**src/rtl/snake_sprite_fetch_if.sv**
```systemverilog
// Signal bundle between the beam/ROM side and the snake sprite fetch stage.
// The slave modport is the fetch block; the master modport drives it.
interface snake_sprite_fetch_if #(
  parameter int unsigned ADDR_W  = 12,
  parameter int unsigned FRAME_W = 2
);
  logic               vsync_pulse;
  logic               moving;
  logic [9:0]         snake_x;
  logic [9:0]         snake_y;
  logic [9:0]         DrawX;
  logic [9:0]         DrawY;
  logic               pix_valid;
  logic [ADDR_W-1:0]  rom_addr;
  logic [3:0]         rom_q;
  logic [3:0]         palette_index;
  logic               sprite_on;
  logic [FRAME_W-1:0] frame;

  modport master (
    output vsync_pulse, moving, snake_x, snake_y, DrawX, DrawY, pix_valid, rom_q,
    input  rom_addr, palette_index, sprite_on, frame
  );

  modport slave (
    input  vsync_pulse, moving, snake_x, snake_y, DrawX, DrawY, pix_valid, rom_q,
    output rom_addr, palette_index, sprite_on, frame
  );
endinterface

```
**src/rtl/snake_sprite_fetch.sv**
```systemverilog
// Snake sprite pixel fetch: box hit test, ROM address generation with animation
// frame offset, and a fixed 3-cycle pipeline to palette index / sprite_on.
module snake_sprite_fetch #(
  parameter int unsigned SPR_W      = 32,
  parameter int unsigned SPR_H      = 32,
  parameter int unsigned FRAMES     = 4,
  parameter int unsigned ANIM_DIV   = 8,
  parameter int unsigned ADDR_W     = 12,
  parameter logic [3:0]  TRANSP_IDX = 4'd0
) (
  input logic                  Clk,
  input logic                  Reset,
  snake_sprite_fetch_if.slave  bus
);

  localparam int unsigned XW = $clog2(SPR_W);
  localparam int unsigned YW = $clog2(SPR_H);
  localparam int unsigned FW = (FRAMES > 1) ? $clog2(FRAMES) : 1;
  localparam int unsigned DW = (ANIM_DIV > 1) ? $clog2(ANIM_DIV) : 1;

  typedef enum logic [0:0] {StIdle, StWalk} state_e;

  state_e            state_q, state_d;
  logic [FW-1:0]     frame_q, frame_d;
  logic [DW-1:0]     div_q, div_d;
  logic [9:0]        sx_q, sy_q;
  logic [ADDR_W-1:0] rom_addr_q, addr_d;
  logic              hit_d1_q, hit_d2_q;
  logic              sprite_on_q, on_d;
  logic [3:0]        pal_q;

  logic              hit;
  logic [10:0]       x_ext, y_ext, sx_ext, sy_ext;
  logic [9:0]        dx_full, dy_full;
  logic [XW-1:0]     dx;
  logic [YW-1:0]     dy;

  // 11-bit compares keep a box near x=1023 from wrapping into a false hit.
  assign x_ext  = {1'b0, bus.DrawX};
  assign y_ext  = {1'b0, bus.DrawY};
  assign sx_ext = {1'b0, sx_q};
  assign sy_ext = {1'b0, sy_q};

  assign hit = bus.pix_valid
             && (x_ext >= sx_ext) && (x_ext < sx_ext + 11'(SPR_W))
             && (y_ext >= sy_ext) && (y_ext < sy_ext + 11'(SPR_H));

  assign dx_full = bus.DrawX - sx_q;
  assign dy_full = bus.DrawY - sy_q;
  assign dx      = dx_full[XW-1:0];
  assign dy      = dy_full[YW-1:0];
  assign addr_d  = ADDR_W'({frame_q, dy, dx});

  assign on_d = hit_d2_q && (bus.rom_q != TRANSP_IDX);

  // Shadow position only moves at frame start so a frame never tears.
  always_ff @(posedge Clk or posedge Reset) begin
    if (Reset) begin
      sx_q <= '0;
      sy_q <= '0;
    end else if (bus.vsync_pulse) begin
      sx_q <= bus.snake_x;
      sy_q <= bus.snake_y;
    end
  end

  always_ff @(posedge Clk or posedge Reset) begin
    if (Reset) begin
      rom_addr_q  <= '0;
      hit_d1_q    <= 1'b0;
      hit_d2_q    <= 1'b0;
      sprite_on_q <= 1'b0;
      pal_q       <= '0;
    end else begin
      rom_addr_q  <= addr_d;
      hit_d1_q    <= hit;
      hit_d2_q    <= hit_d1_q;
      sprite_on_q <= on_d;
      pal_q       <= on_d ? bus.rom_q : 4'd0;
    end
  end

  always_ff @(posedge Clk or posedge Reset) begin
    if (Reset) begin
      state_q <= StIdle;
      frame_q <= '0;
      div_q   <= '0;
    end else begin
      state_q <= state_d;
      frame_q <= frame_d;
      div_q   <= div_d;
    end
  end

  always_comb begin
    state_d = state_q;
    if (bus.vsync_pulse) begin
      unique case (state_q)
        StIdle:  if (bus.moving)  state_d = StWalk;
        StWalk:  if (!bus.moving) state_d = StIdle;
        default: state_d = StIdle;
      endcase
    end
  end

  always_comb begin
    frame_d = frame_q;
    div_d   = div_q;
    if (bus.vsync_pulse) begin
      unique case (state_q)
        StWalk: begin
          if (!bus.moving) begin
            frame_d = '0;
            div_d   = '0;
          end else if (div_q == DW'(ANIM_DIV - 1)) begin
            div_d   = '0;
            frame_d = frame_q + 1'b1;
          end else begin
            div_d   = div_q + 1'b1;
          end
        end
        default: begin
          frame_d = '0;
          div_d   = '0;
        end
      endcase
    end
  end

  assign bus.rom_addr      = rom_addr_q;
  assign bus.palette_index = pal_q;
  assign bus.sprite_on     = sprite_on_q;
  assign bus.frame         = frame_q;

endmodule

```
**src/flat_wrapper.sv**
```systemverilog
// flat-port wrapper written by rule: the top's interface ports become plain ports
module snake_sprite_fetch_flat 
#(
  parameter int unsigned SPR_W      = 32,
  parameter int unsigned SPR_H      = 32,
  parameter int unsigned FRAMES     = 4,
  parameter int unsigned ANIM_DIV   = 8,
  parameter int unsigned ADDR_W     = 12,
  parameter logic [3:0]  TRANSP_IDX = 4'd0
)
  (Clk, Reset, bus_vsync_pulse, bus_moving, bus_snake_x, bus_snake_y, bus_DrawX, bus_DrawY, bus_pix_valid, bus_rom_q, bus_rom_addr, bus_palette_index, bus_sprite_on, bus_frame);
  snake_sprite_fetch_if #(.ADDR_W(ADDR_W), .FRAME_W(2)) bus_i ();
  input logic Clk;
  input logic Reset;
  input wire logic [$bits(bus_i.vsync_pulse)-1:0] bus_vsync_pulse;
  input wire logic [$bits(bus_i.moving)-1:0] bus_moving;
  input wire logic [$bits(bus_i.snake_x)-1:0] bus_snake_x;
  input wire logic [$bits(bus_i.snake_y)-1:0] bus_snake_y;
  input wire logic [$bits(bus_i.DrawX)-1:0] bus_DrawX;
  input wire logic [$bits(bus_i.DrawY)-1:0] bus_DrawY;
  input wire logic [$bits(bus_i.pix_valid)-1:0] bus_pix_valid;
  input wire logic [$bits(bus_i.rom_q)-1:0] bus_rom_q;
  output wire logic [$bits(bus_i.rom_addr)-1:0] bus_rom_addr;
  output wire logic [$bits(bus_i.palette_index)-1:0] bus_palette_index;
  output wire logic [$bits(bus_i.sprite_on)-1:0] bus_sprite_on;
  output wire logic [$bits(bus_i.frame)-1:0] bus_frame;
  assign bus_i.vsync_pulse = bus_vsync_pulse;
  assign bus_i.moving = bus_moving;
  assign bus_i.snake_x = bus_snake_x;
  assign bus_i.snake_y = bus_snake_y;
  assign bus_i.DrawX = bus_DrawX;
  assign bus_i.DrawY = bus_DrawY;
  assign bus_i.pix_valid = bus_pix_valid;
  assign bus_i.rom_q = bus_rom_q;
  assign bus_rom_addr = bus_i.rom_addr;
  assign bus_palette_index = bus_i.palette_index;
  assign bus_sprite_on = bus_i.sprite_on;
  assign bus_frame = bus_i.frame;
  snake_sprite_fetch #(.SPR_W(SPR_W), .SPR_H(SPR_H), .FRAMES(FRAMES), .ANIM_DIV(ANIM_DIV), .ADDR_W(ADDR_W), .TRANSP_IDX(TRANSP_IDX)) u_core (.Clk(Clk), .Reset(Reset), .bus(bus_i));
endmodule
```
**config.mk**
```make
export PLATFORM = sky130hd
export DESIGN_NAME = snake_sprite_fetch_flat
export DESIGN_NICKNAME = d
export VERILOG_FILES = /design/src/rtl/snake_sprite_fetch_if.sv /design/src/rtl/snake_sprite_fetch.sv /design/src/flat_wrapper.sv
export SDC_FILE = /design/constraint.sdc
export NUM_CORES = 1
export LEC_CHECK = 0
export CORE_UTILIZATION = 29
export CTS_CLUSTER_SIZE = 20
export DETAILED_ROUTE_END_ITERATION = 12
export HOLD_SLACK_MARGIN = 0.08
export PLACE_DENSITY = 0.57
export SETUP_SLACK_MARGIN = 0.4
export SYNTH_ARGS = -nofsm -noshare
export SYNTH_HDL_FRONTEND = slang
export SYNTH_SLANG_ARGS = --single-unit
```
**constraint.sdc**
```tcl
create_clock -name Clk -period 2.7 [get_ports Clk]
set_clock_uncertainty 0.1 [all_clocks]
set_input_delay 0.27 -clock Clk [delete_from_list [all_inputs] [get_ports Clk]]
set_output_delay 0.27 -clock Clk [all_outputs]
set_load 0.005 [all_outputs]
```
==> report_table.html, run 1 <==
<table>
<tr><th>Metric</th><th>Value</th></tr>
<tr><th colspan="2">Status</th></tr>
<tr><td>Run status</td><td>finished, final reports clean</td></tr>
<tr><th colspan="2">GRT</th></tr>
<tr><td>Largest net degree at the start of global routing</td><td>46</td></tr>
<tr><td>Antenna violations before repair</td><td>0</td></tr>
<tr><td>Wire length of the first global-routing pass</td><td>8.93 mm</td></tr>
<tr><td>Total congestion overflow</td><td>0</td></tr>
<tr><td>Aggregate global-route resource usage</td><td>12.5%</td></tr>
<tr><td>Vias in the first global route</td><td>1945</td></tr>
<tr><th colspan="2">Final layout</th></tr>
<tr><td>Post-route core utilization</td><td>41.8%</td></tr>
<tr><td>Post-layout instance count excluding filler cells</td><td>431</td></tr>
<tr><td>Final standard cell area without fillers</td><td>3500 um2</td></tr>
<tr><td>Fraction of final layout cells sized beyond drive strength 1</td><td>9.20%</td></tr>
<tr><td>Area used by multi-input combinational logic</td><td>1310 um2</td></tr>
<tr><td>Number of nets in the final layout</td><td>410</td></tr>
<tr><td>Area added between synthesis and finish</td><td>36.5%</td></tr>
<tr><td>FF/Latch Area</td><td>1130 um2</td></tr>
<tr><td>Number of antenna repair diodes</td><td>0</td></tr>
<tr><td>Count of filler cells inserted in the layout</td><td>839</td></tr>
<tr><th colspan="2">STA</th></tr>
<tr><td>Number of setup violations in the final report</td><td>0</td></tr>
<tr><td>RSZ-0062 raised after global routing</td><td>no</td></tr>
<tr><td>Smallest setup slack after layout</td><td>0.562 ns</td></tr>
<tr><td>Worst hold margin</td><td>0.294 ns</td></tr>
<tr><td>Worst rel slew slack</td><td>61.9%</td></tr>
<tr><td>Worst slew pin tran</td><td>0.572 ns</td></tr>
<tr><td>Post-layout minimum cycle time</td><td>2.14 ns</td></tr>
<tr><td>Hold Violations, Final</td><td>0</td></tr>
<tr><td>Post-route clock period utilization</td><td>79.2%</td></tr>
<tr><td>Fmax</td><td>468 MHz</td></tr>
<tr><td>Total negative setup slack</td><td>0 ns</td></tr>
<tr><td>Final count of pins violating max slew</td><td>0</td></tr>
<tr><th colspan="2">Synth</th></tr>
<tr><td>Area leader, netlist</td><td>sky130_fd_sc_hd__dfrtp_1</td></tr>
<tr><td>Sequential area share after synthesis</td><td>43.9%</td></tr>
<tr><td>Post-synth design cell area</td><td>2560 um2</td></tr>
<tr><td>Fraction of synthesized cell area taken by the top area cell type</td><td>43.9%</td></tr>
<tr><td>Number of synthesized flops with an enable pin</td><td>0</td></tr>
<tr><td>Yosys synthesis warning count</td><td>0</td></tr>
<tr><td>Fraction of synthesis flops using an asynchronous set or reset pin</td><td>100%</td></tr>
<tr><td>Number of synthesized register bits</td><td>45</td></tr>
<tr><td>Count of different cell masters after synthesis</td><td>44</td></tr>
<tr><td>Prevailing post-synth register cell</td><td>sky130_fd_sc_hd__dfrtp_1</td></tr>
<tr><td>Synthesized netlist net count</td><td>335</td></tr>
<tr><td>Cell count after synthesis</td><td>250</td></tr>
<tr><td>Most area-consuming cells after synthesis</td><td>sky130_fd_sc_hd__dfrtp_1 (44%), sky130_fd_sc_hd__ha_1 (17%), sky130_fd_sc_hd__inv_1 (4.5%)</td></tr>
<tr><td>Synthesized area per cell</td><td>10.3 um2</td></tr>
<tr><th colspan="2">Route</th></tr>
<tr><td>Number of design rule violations left after detail routing</td><td>0</td></tr>
<tr><td>Via Count</td><td>1922</td></tr>
<tr><td>Overall routed net length</td><td>5.23 mm</td></tr>
<tr><td>Routed wirelength normalized by instance count</td><td>12.1 um</td></tr>
<tr><td>Number of DRC violations after detailed-routing iteration 0</td><td>33</td></tr>
<tr><td>Routed Antenna Nets</td><td>0</td></tr>
<tr><td>Detailed-route vias per instance</td><td>4.46</td></tr>
<tr><td>Detailed-router iteration count before antenna repair</td><td>4</td></tr>
<tr><th colspan="2">Place</th></tr>
<tr><td>Worst Setup Slack post-DPL</td><td>0.232 ns</td></tr>
<tr><td>Placed instance count</td><td>420</td></tr>
<tr><td>HPWL Detailed</td><td>4.09 mm</td></tr>
<tr><td>Placer congestion estimate</td><td>0.792</td></tr>
<tr><td>Count of buffers from port buffering</td><td>67</td></tr>
<tr><td>DP Area</td><td>3370 um2</td></tr>
<tr><th colspan="2">CTS</th></tr>
<tr><td>CTS clk-pin slew, worst paths</td><td>0.09 ns</td></tr>
<tr><td>H-tree levels</td><td>2</td></tr>
<tr><td>Clk sinks</td><td>45</td></tr>
<tr><td>Cell at the root of the clock tree</td><td>sky130_fd_sc_hd__clkbuf_8</td></tr>
<tr><td>Clock tree from TritonCTS</td><td>built</td></tr>
<tr><td>Total clock buffers created by CTS</td><td>5</td></tr>
<tr><td>Insertion delay of the later-clocked pin in the worst-skew pair</td><td>0.29 ns</td></tr>
<tr><td>Max Buffers Root-to-Sink</td><td>2</td></tr>
<tr><th colspan="2">Worst setup path</th></tr>
<tr><td>Category of the worst setup path launch point</td><td>primary input</td></tr>
<tr><td>Worst reg2reg startpoint</td><td>u_core.sx_q[5]</td></tr>
<tr><td>Ordered cell list for the critical path</td><td>clkdlybuf4s50_1 &gt; inv_1 &gt; ha_1 &gt; inv_1 &gt; fa_1 &gt; a21o_1 &gt; a21o_1 &gt; a211o_1 &gt; a31oi_1 &gt; nor4_2</td></tr>
<tr><td>Critical Path Fanout Max</td><td>3</td></tr>
<tr><td>Category of the critical setup timing path</td><td>in -&gt; reg</td></tr>
<tr><td>Longest individual stage delay on the worst path</td><td>0.41 ns</td></tr>
<tr><td>CP Capture Type</td><td>flip-flop</td></tr>
<tr><td>Signal arrival time at the worst endpoint</td><td>2.22 ns</td></tr>
<tr><td>CP required</td><td>2.78 ns</td></tr>
<tr><td>Register-to-Register Setup Slack</td><td>0.56 ns</td></tr>
<tr><td>Library cell contributing the largest single delay on the critical path</td><td>sky130_fd_sc_hd__fa_1</td></tr>
<tr><td>Worst reg2reg endpoint</td><td>u_core.hit_d1_q</td></tr>
<tr><td>Worst Reg2Reg Path Length in Cells</td><td>9</td></tr>
<tr><th colspan="2">Die</th></tr>
<tr><td>Number of top-level pins</td><td>68</td></tr>
<tr><td>Core area</td><td>8380 um2</td></tr>
<tr><td>Chip height</td><td>96.0 um</td></tr>
<tr><td>Num rows</td><td>33</td></tr>
<tr><td>Effective utilization at floorplan</td><td>30.6%</td></tr>
<tr><td>Die W</td><td>96.0 um</td></tr>
<tr><td>Die Outline Area</td><td>9220 um2</td></tr>
<tr><th colspan="2">Pwr</th></tr>
<tr><td>Worst ir drop on vdd</td><td>0.180 mV</td></tr>
<tr><td>Total power draw</td><td>1.72 mW</td></tr>
<tr><td>Leakage</td><td>1.60 nW</td></tr>
<tr><td>Cell area power density</td><td>492 nW/um2</td></tr>
<tr><th colspan="2">Worst hold path</th></tr>
<tr><td>Endpoint of the worst hold-timing path</td><td>u_core.hit_d2_q</td></tr>
<tr><td>Number of cells on the worst hold path</td><td>0</td></tr>
<tr><td>Hold crit path type</td><td>reg -&gt; reg</td></tr>
<tr><td>HP Start</td><td>u_core.hit_d1_q</td></tr>
<tr><th colspan="2">Job</th></tr>
<tr><td>Maxcap violations</td><td>0</td></tr>
</table>
[layer usage]
layer / share of wire (%) / vias up / global-route usage (%)
met3: 4.5 / 7 / 2.69
met1: 46 / 866 / 15.7
met2: 48 / 38 / 21.7
li1: - / 1011 / -
met5: 0 / - / 0
met4: 1.1 / 0 / 3.36
[state kept, by name, summed over array words and instances (netlist names)]
signal / flops
u_core.bus.frame: 2
u_core.hit_d2_q: 1
u_core.bus.rom_addr: 12
u_core.hit_d1_q: 1
u_core.div_q: 3
u_core.sx_q: 10
u_core.sy_q: 10
u_core.state_q: 1
u_core.bus.sprite_on: 1
u_core.bus.palette_index: 4
[cell usage in the layout, fill, tap and decap left out, types with 2 or more instances in the layout]
cell	instances
sky130_fd_sc_hd__a21oi_1	9
sky130_fd_sc_hd__nor2_1	5
sky130_fd_sc_hd__nand4_1	2
sky130_fd_sc_hd__a21oi_2	2
sky130_fd_sc_hd__clkbuf_8	7
sky130_fd_sc_hd__mux2_2	4
sky130_fd_sc_hd__nand3_1	5
sky130_fd_sc_hd__nor3_1	2
sky130_fd_sc_hd__xnor2_1	8
sky130_fd_sc_hd__a211o_1	2
sky130_fd_sc_hd__o22ai_1	3
sky130_fd_sc_hd__o21ai_0	22
sky130_fd_sc_hd__a21o_1	5
sky130_fd_sc_hd__o21ai_1	3
sky130_fd_sc_hd__o21a_1	2
sky130_fd_sc_hd__nand2_1	29
sky130_fd_sc_hd__fa_1	2
sky130_fd_sc_hd__clkdlybuf4s50_1	67
sky130_fd_sc_hd__dfrtp_1	45
sky130_fd_sc_hd__inv_1	30
sky130_fd_sc_hd__xor2_1	4
sky130_fd_sc_hd__ha_1	33
sky130_fd_sc_hd__and2_1	4
sky130_fd_sc_hd__buf_4	6
[synth_stat cells (all sizes together), types with 5 or more instances]
cell type / number
a21o: 5
nor2: 5
nand3: 6
ha: 34
xnor2: 8
o21ai: 26
nand2: 30
a21oi: 11
inv: 31
dfrtp: 45
clkbuf: 5
[worst max path at each step]
stage,start,endpoint,slack [ns]
global placement,bus_DrawX[0],u_core.hit_d1_q,0.26
global route,u_core.sx_q[6],u_core.hit_d1_q,0.41
CTS,u_core.sx_q[5],u_core.hit_d1_q,0.49
finish,bus_DrawX[0],u_core.hit_d1_q,0.56
detailed placement,bus_DrawX[0],u_core.hit_d1_q,0.23
floorplan,u_core.sx_q[5],u_core.hit_d1_q,0.69
[report_power, final]
group          switching [mW]  total [mW]  leakage, nW  internal [mW]
logic                   0.216       0.491        0.985          0.276
registers              0.0320       0.776        0.564          0.744
clock network           0.222       0.454       0.0542          0.232
total                   0.470        1.72         1.60           1.25
[area by class of cell]
class | instances | share of cell area, %
sequential | 45 | 32.2
timing repair buffer | 73 | 20.4
multi-input combinational | 169 | 37.4
clock buffer | 7 | 2.75
inverter | 31 | 3.32
tap | 105 | 3.75
clock inverter | 1 | 0.143
[critical path: cells and delay by family]
kind            cells  cell delay (ns)
buf+inv             3             0.50
fa+ha+maj           2             0.56
simple gates        1             0.05
compound gates      4             0.83
[cells by family after synthesis]
logic type,synth area share [%]
flip-flops,43.9
multiplexers,1.76
adder cells (fa/ha/maj),18.1
AO/OA/AOI/OAI,15.0
XOR/XNOR,4.10
buffers and inverters,5.27
AND/OR/NAND/NOR,11.9
[repair_timing]
item / CTS / global route
hold buffers: 0 / 0
setup endpoints to repair: 0 / 1
resized for setup: 0 / 2
buffers inserted: 0 / 3
(Power assumes the default switching activity.)
==> run 2, diff against run 1 <==
Clock period 2.7 ns to 2.05 ns, I/O delays scaled along.
==> report_table.html, run 2 (synthesis gave the netlist of run 1 again) <==
<table>
<tr><th>Metric</th><th>Value</th></tr>
<tr><th colspan="2">Status</th></tr>
<tr><td>Run status</td><td>finished, final reports clean (unchanged)</td></tr>
<tr><th colspan="2">Die</th></tr>
<tr><td>Die Outline Area</td><td>9220 um2 (unchanged)</td></tr>
<tr><td>Num rows</td><td>33 (unchanged)</td></tr>
<tr><td>Effective utilization at floorplan</td><td>30.6% (unchanged)</td></tr>
<tr><td>Die W</td><td>96.0 um (unchanged)</td></tr>
<tr><td>Core area</td><td>8380 um2 (unchanged)</td></tr>
<tr><td>Chip height</td><td>96.0 um (unchanged)</td></tr>
<tr><td>Number of top-level pins</td><td>68 (unchanged)</td></tr>
<tr><th colspan="2">Route</th></tr>
<tr><td>Via Count</td><td>1981 (was 1922)</td></tr>
<tr><td>Number of design rule violations left after detail routing</td><td>0 (unchanged)</td></tr>
<tr><td>Met1 routed wirelength after detailed routing</td><td>2.34 mm (was 2.42 mm)</td></tr>
<tr><td>Uppermost layer routed</td><td>met4 (unchanged)</td></tr>
<tr><td>Wire length on met3</td><td>181 um (was 233 um)</td></tr>
<tr><td>Detailed-route vias per instance</td><td>4.48 (was 4.46)</td></tr>
<tr><td>Routed wirelength normalized by instance count</td><td>12.0 um (was 12.1 um)</td></tr>
<tr><td>Detailed-router iteration count before antenna repair</td><td>4 (unchanged)</td></tr>
<tr><td>Number of DRC violations after detailed-routing iteration 0</td><td>20 (was 33)</td></tr>
<tr><td>Overall routed net length</td><td>5.29 mm (was 5.23 mm)</td></tr>
<tr><td>Routed wire length on met2</td><td>2.71 mm (was 2.52 mm)</td></tr>
<tr><td>Routed Antenna Nets</td><td>0 (unchanged)</td></tr>
<tr><th colspan="2">CTS</th></tr>
<tr><td>Clk sinks</td><td>45 (unchanged)</td></tr>
<tr><td>CTS clk-pin slew, worst paths</td><td>0.08 ns (was 0.09 ns)</td></tr>
<tr><td>Clock tree from TritonCTS</td><td>built (unchanged)</td></tr>
<tr><td>Insertion delay of the later-clocked pin in the worst-skew pair</td><td>0.28 ns (was 0.29 ns)</td></tr>
<tr><td>Max Buffers Root-to-Sink</td><td>2 (unchanged)</td></tr>
<tr><td># hold bufs at CTS</td><td>0 (unchanged)</td></tr>
<tr><td>Total clock buffers created by CTS</td><td>5 (unchanged)</td></tr>
<tr><td>Cell at the root of the clock tree</td><td>sky130_fd_sc_hd__clkbuf_8 (unchanged)</td></tr>
<tr><td>H-tree levels</td><td>2 (unchanged)</td></tr>
<tr><th colspan="2">STA</th></tr>
<tr><td>Post-route clock period utilization</td><td>99.1%</td></tr>
<tr><td>Total negative setup slack</td><td>0 ns (unchanged)</td></tr>
<tr><td>Post-layout minimum cycle time</td><td>2.03 ns</td></tr>
<tr><td>Final count of pins violating max slew</td><td>0 (unchanged)</td></tr>
<tr><td>Worst slew pin tran</td><td>0.419 ns (was 0.572 ns)</td></tr>
<tr><td>RSZ-0062 raised after global routing</td><td>yes (was no)</td></tr>
<tr><td>Fmax</td><td>492 MHz</td></tr>
<tr><td>Hold Violations, Final</td><td>0 (unchanged)</td></tr>
<tr><td>Worst rel slew slack</td><td>72.0% (was 61.9%)</td></tr>
<tr><td>Number of setup violations in the final report</td><td>0 (unchanged)</td></tr>
<tr><th colspan="2">GRT</th></tr>
<tr><td>Total congestion overflow</td><td>0 (unchanged)</td></tr>
<tr><td>Antenna violations before repair</td><td>0 (unchanged)</td></tr>
<tr><td>Vias in the first global route</td><td>2021 (was 1945)</td></tr>
<tr><td>Aggregate global-route resource usage</td><td>12.3% (was 12.5%)</td></tr>
<tr><td>Wire length of the first global-routing pass</td><td>8.76 mm (was 8.93 mm)</td></tr>
<tr><td>Largest net degree at the start of global routing</td><td>28 (was 46)</td></tr>
<tr><th colspan="2">Place</th></tr>
<tr><td>Placed instance count</td><td>433 (was 420)</td></tr>
<tr><td>HPWL Detailed</td><td>4.33 mm (was 4.09 mm)</td></tr>
<tr><td>Count of buffers from port buffering</td><td>67 (unchanged)</td></tr>
<tr><td>Placer congestion estimate</td><td>0.771 (was 0.792)</td></tr>
<tr><th colspan="2">Final layout</th></tr>
<tr><td>Most frequent cells in the layout</td><td>sky130_fd_sc_hd__clkdlybuf4s50_1 (66), sky130_fd_sc_hd__dfrtp_1 (45), sky130_fd_sc_hd__ha_1 (30) (was sky130_fd_sc_hd__clkdlybuf4s50_1 (67), sky130_fd_sc_hd__dfrtp_1 (45), sky130_fd_sc_hd__ha_1 (33))</td></tr>
<tr><td>Area added between synthesis and finish</td><td>41.9% (was 36.5%)</td></tr>
<tr><td>Post-layout instance count excluding filler cells</td><td>442 (was 431)</td></tr>
<tr><td>Most common library cell in the layout ignoring fill and taps</td><td>sky130_fd_sc_hd__clkdlybuf4s50_1 (unchanged)</td></tr>
<tr><td>Fraction of final layout cells sized beyond drive strength 1</td><td>15.1% (was 9.20%)</td></tr>
<tr><td>Number of nets in the final layout</td><td>422 (was 410)</td></tr>
<tr><td>Number of antenna repair diodes</td><td>0 (unchanged)</td></tr>
<tr><td>Count of filler cells inserted in the layout</td><td>825 (was 839)</td></tr>
<tr><td>Max reg flops</td><td>12 (unchanged)</td></tr>
<tr><th colspan="2">Worst setup path</th></tr>
<tr><td>CP required</td><td>2.12 ns (was 2.78 ns)</td></tr>
<tr><td>Worst reg2reg endpoint</td><td>u_core.hit_d1_q (unchanged)</td></tr>
<tr><td>Worst reg2reg startpoint</td><td>u_core.sx_q[0] (was u_core.sx_q[5])</td></tr>
<tr><td>Signal arrival time at the worst endpoint</td><td>2.10 ns (was 2.22 ns)</td></tr>
<tr><td>CP Capture Type</td><td>flip-flop (unchanged)</td></tr>
<tr><td>Register-to-Register Setup Slack</td><td>0.03 ns (was 0.56 ns)</td></tr>
<tr><td>Category of the worst setup path launch point</td><td>primary input (unchanged)</td></tr>
<tr><td>Critical Path Fanout Max</td><td>2 (was 3)</td></tr>
<tr><td>Worst Reg2Reg Path Length in Cells</td><td>8 (was 9)</td></tr>
<tr><td>Category of the critical setup timing path</td><td>in -&gt; reg (unchanged)</td></tr>
<tr><th colspan="2">Worst hold path</th></tr>
<tr><td>Hold crit path type</td><td>in -&gt; async (was reg -&gt; reg)</td></tr>
<tr><th colspan="2">Pwr</th></tr>
<tr><td>Leakage</td><td>1.67 nW (was 1.60 nW)</td></tr>
<tr><td>Cell area power density</td><td>623 nW/um2 (was 492 nW/um2)</td></tr>
<tr><td>Worst ir drop on vdd</td><td>0.233 mV (was 0.180 mV)</td></tr>
<tr><th colspan="2">Job</th></tr>
<tr><td>Maxcap violations</td><td>0 (unchanged)</td></tr>
</table>
==> run 2: worst max-delay path by stage <==
stage	startpoint	to	slack, ns	depth (start not counted)
2_1_floorplan	u_core.sx_q[0]	u_core.hit_d1_q	0.14	8
3_5_place_dp	bus_DrawX[0]	u_core.hit_d1_q	-0.28	10
3_3_place_gp	bus_DrawX[0]	u_core.hit_d1_q	-0.26	10
5_1_grt	u_core.sx_q[5]	u_core.hit_d1_q	-0.11	9
6_report	bus_DrawX[0]	u_core.hit_d1_q	0.02	10
4_1_cts	u_core.sx_q[0]	u_core.hit_d1_q	0.02	8
==> run 2: critical path: stages <==
cell	delay, ns
sky130_fd_sc_hd__clkdlybuf4s50_1	0.39
sky130_fd_sc_hd__inv_1	0.06
sky130_fd_sc_hd__ha_2	0.18
sky130_fd_sc_hd__inv_2	0.04
sky130_fd_sc_hd__fa_2	0.34
sky130_fd_sc_hd__a21o_1	0.16
sky130_fd_sc_hd__a21o_1	0.17
sky130_fd_sc_hd__a211o_1	0.29
sky130_fd_sc_hd__a31oi_1	0.20
sky130_fd_sc_hd__nor4_2	0.07
==> run 2: cell type report <==
class / instances / area [um2] / area share [%]
clock buffer: 7 / 86.3 / 2.37
inverter: 31 / 116 / 3.20
multi-input combinational: 169 / 1340 / 36.9
sequential: 45 / 1130 / 30.9
tap: 105 / 131 / 3.61
timing repair buffer: 85 / 837 / 23.0
==> run 2: report_power, final <==
part | internal (mW) | switching, mW | leakage, nW | total [mW]
combinational | 0.403 | 0.302 | 1.06 | 0.704
sequential | 0.980 | 0.0387 | 0.564 | 1.02
clock | 0.268 | 0.276 | 0.0443 | 0.544
total | 1.65 | 0.616 | 1.67 | 2.27
==> run 2: what timing repair did <==
item,4_1_cts,5_1_grt
buffers inserted,2,0
gates resized for setup,5,6
setup endpoints to repair,3,3
pin swaps,4,1
endpoints found under the hold margin,0,0
==> run 2: stage by stage <==
step                power, mW  instance area (um2)  hold slack [ns]  util (%)  setup WS (ns)
floorplan                1.40                 2580            0.222         -          0.140
finish                   2.27                 3640            0.135      43.4         0.0184
detailed placement       1.73                 3510            0.282      41.8         -0.281
global route             2.43                 3640            0.164      43.4         -0.110
global placement         1.72                 3510            0.275      41.8         -0.259
CTS                      2.31                 3620            0.135      43.2         0.0196
==> run 2: metal layers <==
layer	vias up	global-route usage (%)
met3	4	2.37
li1	1025	-
met1	915	14.1
met4	0	3.73
met5	-	0
met2	37	23.0
==> run 3, diff against run 2 <==
Settings changed: CORE_UTILIZATION 29 to 40, PLACE_DENSITY 0.57 to 0.73, RECOVER_POWER set to 25.
==> report_table.html, run 3 (synthesis gave the netlist of run 1 again) <==
<table>
<tr><th>Metric</th><th>Value</th></tr>
<tr><th colspan="2">Status</th></tr>
<tr><td>Run status</td><td>finished, final reports clean (unchanged)</td></tr>
<tr><th colspan="2">Place</th></tr>
<tr><td>DP Area</td><td>3440 um2 (was 3510 um2)</td></tr>
<tr><td>Placed instance count</td><td>399 (was 433)</td></tr>
<tr><td>Worst Setup Slack post-DPL</td><td>-0.268 ns (was -0.281 ns)</td></tr>
<tr><td>Count of buffers from port buffering</td><td>67 (unchanged)</td></tr>
<tr><td>Placer congestion estimate</td><td>0.843 (was 0.771)</td></tr>
<tr><td>HPWL Detailed</td><td>4.02 mm (was 4.33 mm)</td></tr>
<tr><th colspan="2">Worst hold path</th></tr>
<tr><td>Number of cells on the worst hold path</td><td>0</td></tr>
<tr><td>Hold crit path type</td><td>reg -&gt; reg (was in -&gt; async)</td></tr>
<tr><td>Endpoint of the worst hold-timing path</td><td>u_core.hit_d2_q</td></tr>
<tr><td>HP Start</td><td>u_core.hit_d1_q</td></tr>
<tr><th colspan="2">STA</th></tr>
<tr><td>Smallest setup slack after layout</td><td>0.0376 ns (was 0.0184 ns)</td></tr>
<tr><td>Post-layout minimum cycle time</td><td>2.01 ns (was 2.03 ns)</td></tr>
<tr><td>Fmax</td><td>497 MHz (was 492 MHz)</td></tr>
<tr><td>RSZ-0062 raised after global routing</td><td>yes (unchanged)</td></tr>
<tr><td>Total negative setup slack</td><td>0 ns (unchanged)</td></tr>
<tr><td>Worst slew pin tran</td><td>1.13 ns (was 0.419 ns)</td></tr>
<tr><td>Number of setup violations in the final report</td><td>0 (unchanged)</td></tr>
<tr><td>Post-route clock period utilization</td><td>98.2% (was 99.1%)</td></tr>
<tr><td>Worst hold margin</td><td>0.270 ns (was 0.135 ns)</td></tr>
<tr><td>Final count of pins violating max slew</td><td>0 (unchanged)</td></tr>
<tr><td>Worst rel slew slack</td><td>24.8% (was 72.0%)</td></tr>
<tr><td>Hold Violations, Final</td><td>0 (unchanged)</td></tr>
<tr><th colspan="2">GRT</th></tr>
<tr><td>Total congestion overflow</td><td>0 (unchanged)</td></tr>
<tr><td>Antenna violations before repair</td><td>0 (unchanged)</td></tr>
<tr><td>Aggregate global-route resource usage</td><td>17.2% (was 12.3%)</td></tr>
<tr><td>Wire length of the first global-routing pass</td><td>8.76 mm (about the same)</td></tr>
<tr><td>Largest net degree at the start of global routing</td><td>48 (was 28)</td></tr>
<tr><td>Vias in the first global route</td><td>2079 (was 2021)</td></tr>
<tr><th colspan="2">Route</th></tr>
<tr><td>Routed Antenna Nets</td><td>0 (unchanged)</td></tr>
<tr><td>Number of DRC violations after detailed-routing iteration 0</td><td>44 (was 20)</td></tr>
<tr><td>Overall routed net length</td><td>5.28 mm (was 5.29 mm)</td></tr>
<tr><td>Via Count</td><td>1987 (was 1981)</td></tr>
<tr><td>Routed wirelength normalized by instance count</td><td>12.9 um (was 12.0 um)</td></tr>
<tr><td>Number of design rule violations left after detail routing</td><td>0 (unchanged)</td></tr>
<tr><td>Detailed-route vias per instance</td><td>4.85 (was 4.48)</td></tr>
<tr><td>Detailed-router iteration count before antenna repair</td><td>4 (unchanged)</td></tr>
<tr><th colspan="2">Final layout</th></tr>
<tr><td>Count of filler cells inserted in the layout</td><td>546 (was 825)</td></tr>
<tr><td>Most frequent cells in the layout</td><td>sky130_fd_sc_hd__clkdlybuf4s50_1 (66), sky130_fd_sc_hd__dfrtp_1 (45), sky130_fd_sc_hd__ha_1 (31) (was sky130_fd_sc_hd__clkdlybuf4s50_1 (66), sky130_fd_sc_hd__dfrtp_1 (45), sky130_fd_sc_hd__ha_1 (30))</td></tr>
<tr><td>Fraction of final layout cells sized beyond drive strength 1</td><td>13.4% (was 15.1%)</td></tr>
<tr><td>Number of antenna repair diodes</td><td>0 (unchanged)</td></tr>
<tr><td>Post-route core utilization</td><td>58.7% (was 43.4%)</td></tr>
<tr><td>Area added between synthesis and finish</td><td>38.8% (was 41.9%)</td></tr>
<tr><td>Number of nets in the final layout</td><td>419 (was 422)</td></tr>
<tr><td>Most common library cell in the layout ignoring fill and taps</td><td>sky130_fd_sc_hd__clkdlybuf4s50_1 (unchanged)</td></tr>
<tr><td>Post-layout instance count excluding filler cells</td><td>410 (was 442)</td></tr>
<tr><td>Final standard cell area without fillers</td><td>3560 um2 (was 3640 um2)</td></tr>
<tr><td>Max reg flops</td><td>12 (unchanged)</td></tr>
<tr><th colspan="2">Die</th></tr>
<tr><td>Die W</td><td>82.1 um (was 96.0 um)</td></tr>
<tr><td>Die Outline Area</td><td>6740 um2 (was 9220 um2)</td></tr>
<tr><td>Core area</td><td>6060 um2 (was 8380 um2)</td></tr>
<tr><td>Effective utilization at floorplan</td><td>42.3% (was 30.6%)</td></tr>
<tr><td>Chip height</td><td>82.1 um (was 96.0 um)</td></tr>
<tr><td>Number of top-level pins</td><td>68 (unchanged)</td></tr>
<tr><td>Num rows</td><td>28 (was 33)</td></tr>
<tr><th colspan="2">Worst setup path</th></tr>
<tr><td>Register-to-Register Setup Slack</td><td>0.04 ns (was 0.03 ns)</td></tr>
<tr><td>CP required</td><td>2.13 ns (was 2.12 ns)</td></tr>
<tr><td>Worst Reg2Reg Path Length in Cells</td><td>8 (unchanged)</td></tr>
<tr><td>Worst reg2reg startpoint</td><td>u_core.sx_q[0] (unchanged)</td></tr>
<tr><td>CP Capture Type</td><td>flip-flop (unchanged)</td></tr>
<tr><td>Category of the critical setup timing path</td><td>reg -&gt; reg (was in -&gt; reg)</td></tr>
<tr><td>Signal arrival time at the worst endpoint</td><td>2.09 ns (was 2.10 ns)</td></tr>
<tr><td>Category of the worst setup path launch point</td><td>flip-flop (was primary input)</td></tr>
<tr><td>Worst reg2reg endpoint</td><td>u_core.hit_d1_q (unchanged)</td></tr>
<tr><td>Critical Path Fanout Max</td><td>2 (unchanged)</td></tr>
<tr><th colspan="2">Pwr</th></tr>
<tr><td>Leakage</td><td>1.64 nW (was 1.67 nW)</td></tr>
<tr><td>Cell area power density</td><td>632 nW/um2 (was 623 nW/um2)</td></tr>
<tr><td>Total power draw</td><td>2.25 mW (was 2.27 mW)</td></tr>
<tr><td>Worst ir drop on vdd</td><td>0.318 mV (was 0.233 mV)</td></tr>
<tr><th colspan="2">CTS</th></tr>
<tr><td>Clock tree from TritonCTS</td><td>built (unchanged)</td></tr>
<tr><td>CTS clk-pin slew, worst paths</td><td>0.08 ns (about the same)</td></tr>
<tr><td>Total clock buffers created by CTS</td><td>5 (unchanged)</td></tr>
<tr><td>Clk sinks</td><td>45 (unchanged)</td></tr>
<tr><td>Max Buffers Root-to-Sink</td><td>2 (unchanged)</td></tr>
<tr><td>Insertion delay of the later-clocked pin in the worst-skew pair</td><td>0.29 ns (was 0.28 ns)</td></tr>
<tr><td>H-tree levels</td><td>2 (unchanged)</td></tr>
<tr><td>Cell at the root of the clock tree</td><td>sky130_fd_sc_hd__clkbuf_8 (unchanged)</td></tr>
<tr><th colspan="2">Job</th></tr>
<tr><td>Maxcap violations</td><td>0 (unchanged)</td></tr>
</table>
-- run 3: cell count changes in the layout (fill, tap and decap cells not counted), sizes merged --
cell and change:
inv -1, buf -4, dlymetal6s2s -1, dlygate4sd3 +1, clkinv +3
-- run 3: timing repair --
item | in CTS | in global routing
pin swaps | 5 | 2
gates resized for setup | 2 | 6
hold buffers | 0 | 0
endpoints found under the setup margin | 2 | 3
hold endpoints to repair | 0 | 0
buffers inserted | 2 | 1
-- run 3: critical path, stage by stage, from the launching register on --
cell	delay, ns
sky130_fd_sc_hd__dfrtp_1	0.37
sky130_fd_sc_hd__ha_2	0.19
sky130_fd_sc_hd__inv_2	0.04
sky130_fd_sc_hd__fa_2	0.34
sky130_fd_sc_hd__a21o_1	0.16
sky130_fd_sc_hd__a21o_1	0.17
sky130_fd_sc_hd__a211o_1	0.26
sky130_fd_sc_hd__a31oi_1	0.21
sky130_fd_sc_hd__nor4_2	0.07
-- run 3: how the worst max path moves through the flow --
stage	startpoint	to	slack, ns	depth (start not counted)
2_1_floorplan	u_core.sx_q[0]	u_core.hit_d1_q	0.14	8
3_3_place_gp	bus_DrawX[0]	u_core.hit_d1_q	-0.24	10
3_5_place_dp	bus_DrawX[0]	u_core.hit_d1_q	-0.27	10
4_1_cts	u_core.sy_q[5]	u_core.hit_d1_q	0.04	9
5_1_grt	u_core.sy_q[5]	u_core.hit_d1_q	-0.05	9
6_report	u_core.sx_q[0]	u_core.hit_d1_q	0.04	8
-- run 3: cell type report --
| type | count | area [um2] | share of cell area (%) |
|---|---|---|---|
| multi-input combinational | 169 | 1340 | 37.8 |
| tap | 75 | 93.8 | 2.64 |
| sequential | 45 | 1130 | 31.6 |
| inverter | 31 | 116 | 3.27 |
| clock inverter | 2 | 10.0 | 0.281 |
| clock buffer | 6 | 72.6 | 2.04 |
| timing repair buffer | 82 | 797 | 22.4 |
-- run 3: where the power goes --
part           leakage, nW  internal [mW]  total, mW  switching [mW]
Clock               0.0450          0.237      0.538           0.301
Sequential           0.564          0.980       1.02          0.0404
Combinational         1.03          0.393      0.693           0.300
-- run 3: layer usage --
layer | vias to the layer above | global-route usage [%] | part of all wire [%]
met3 | 4 | 4.67 | 5.2
met5 | - | 0 | 0
met1 | 909 | 19.6 | 45
met4 | 0 | 4.21 | 0.78
li1 | 1025 | - | -
met2 | 49 | 31.5 | 49
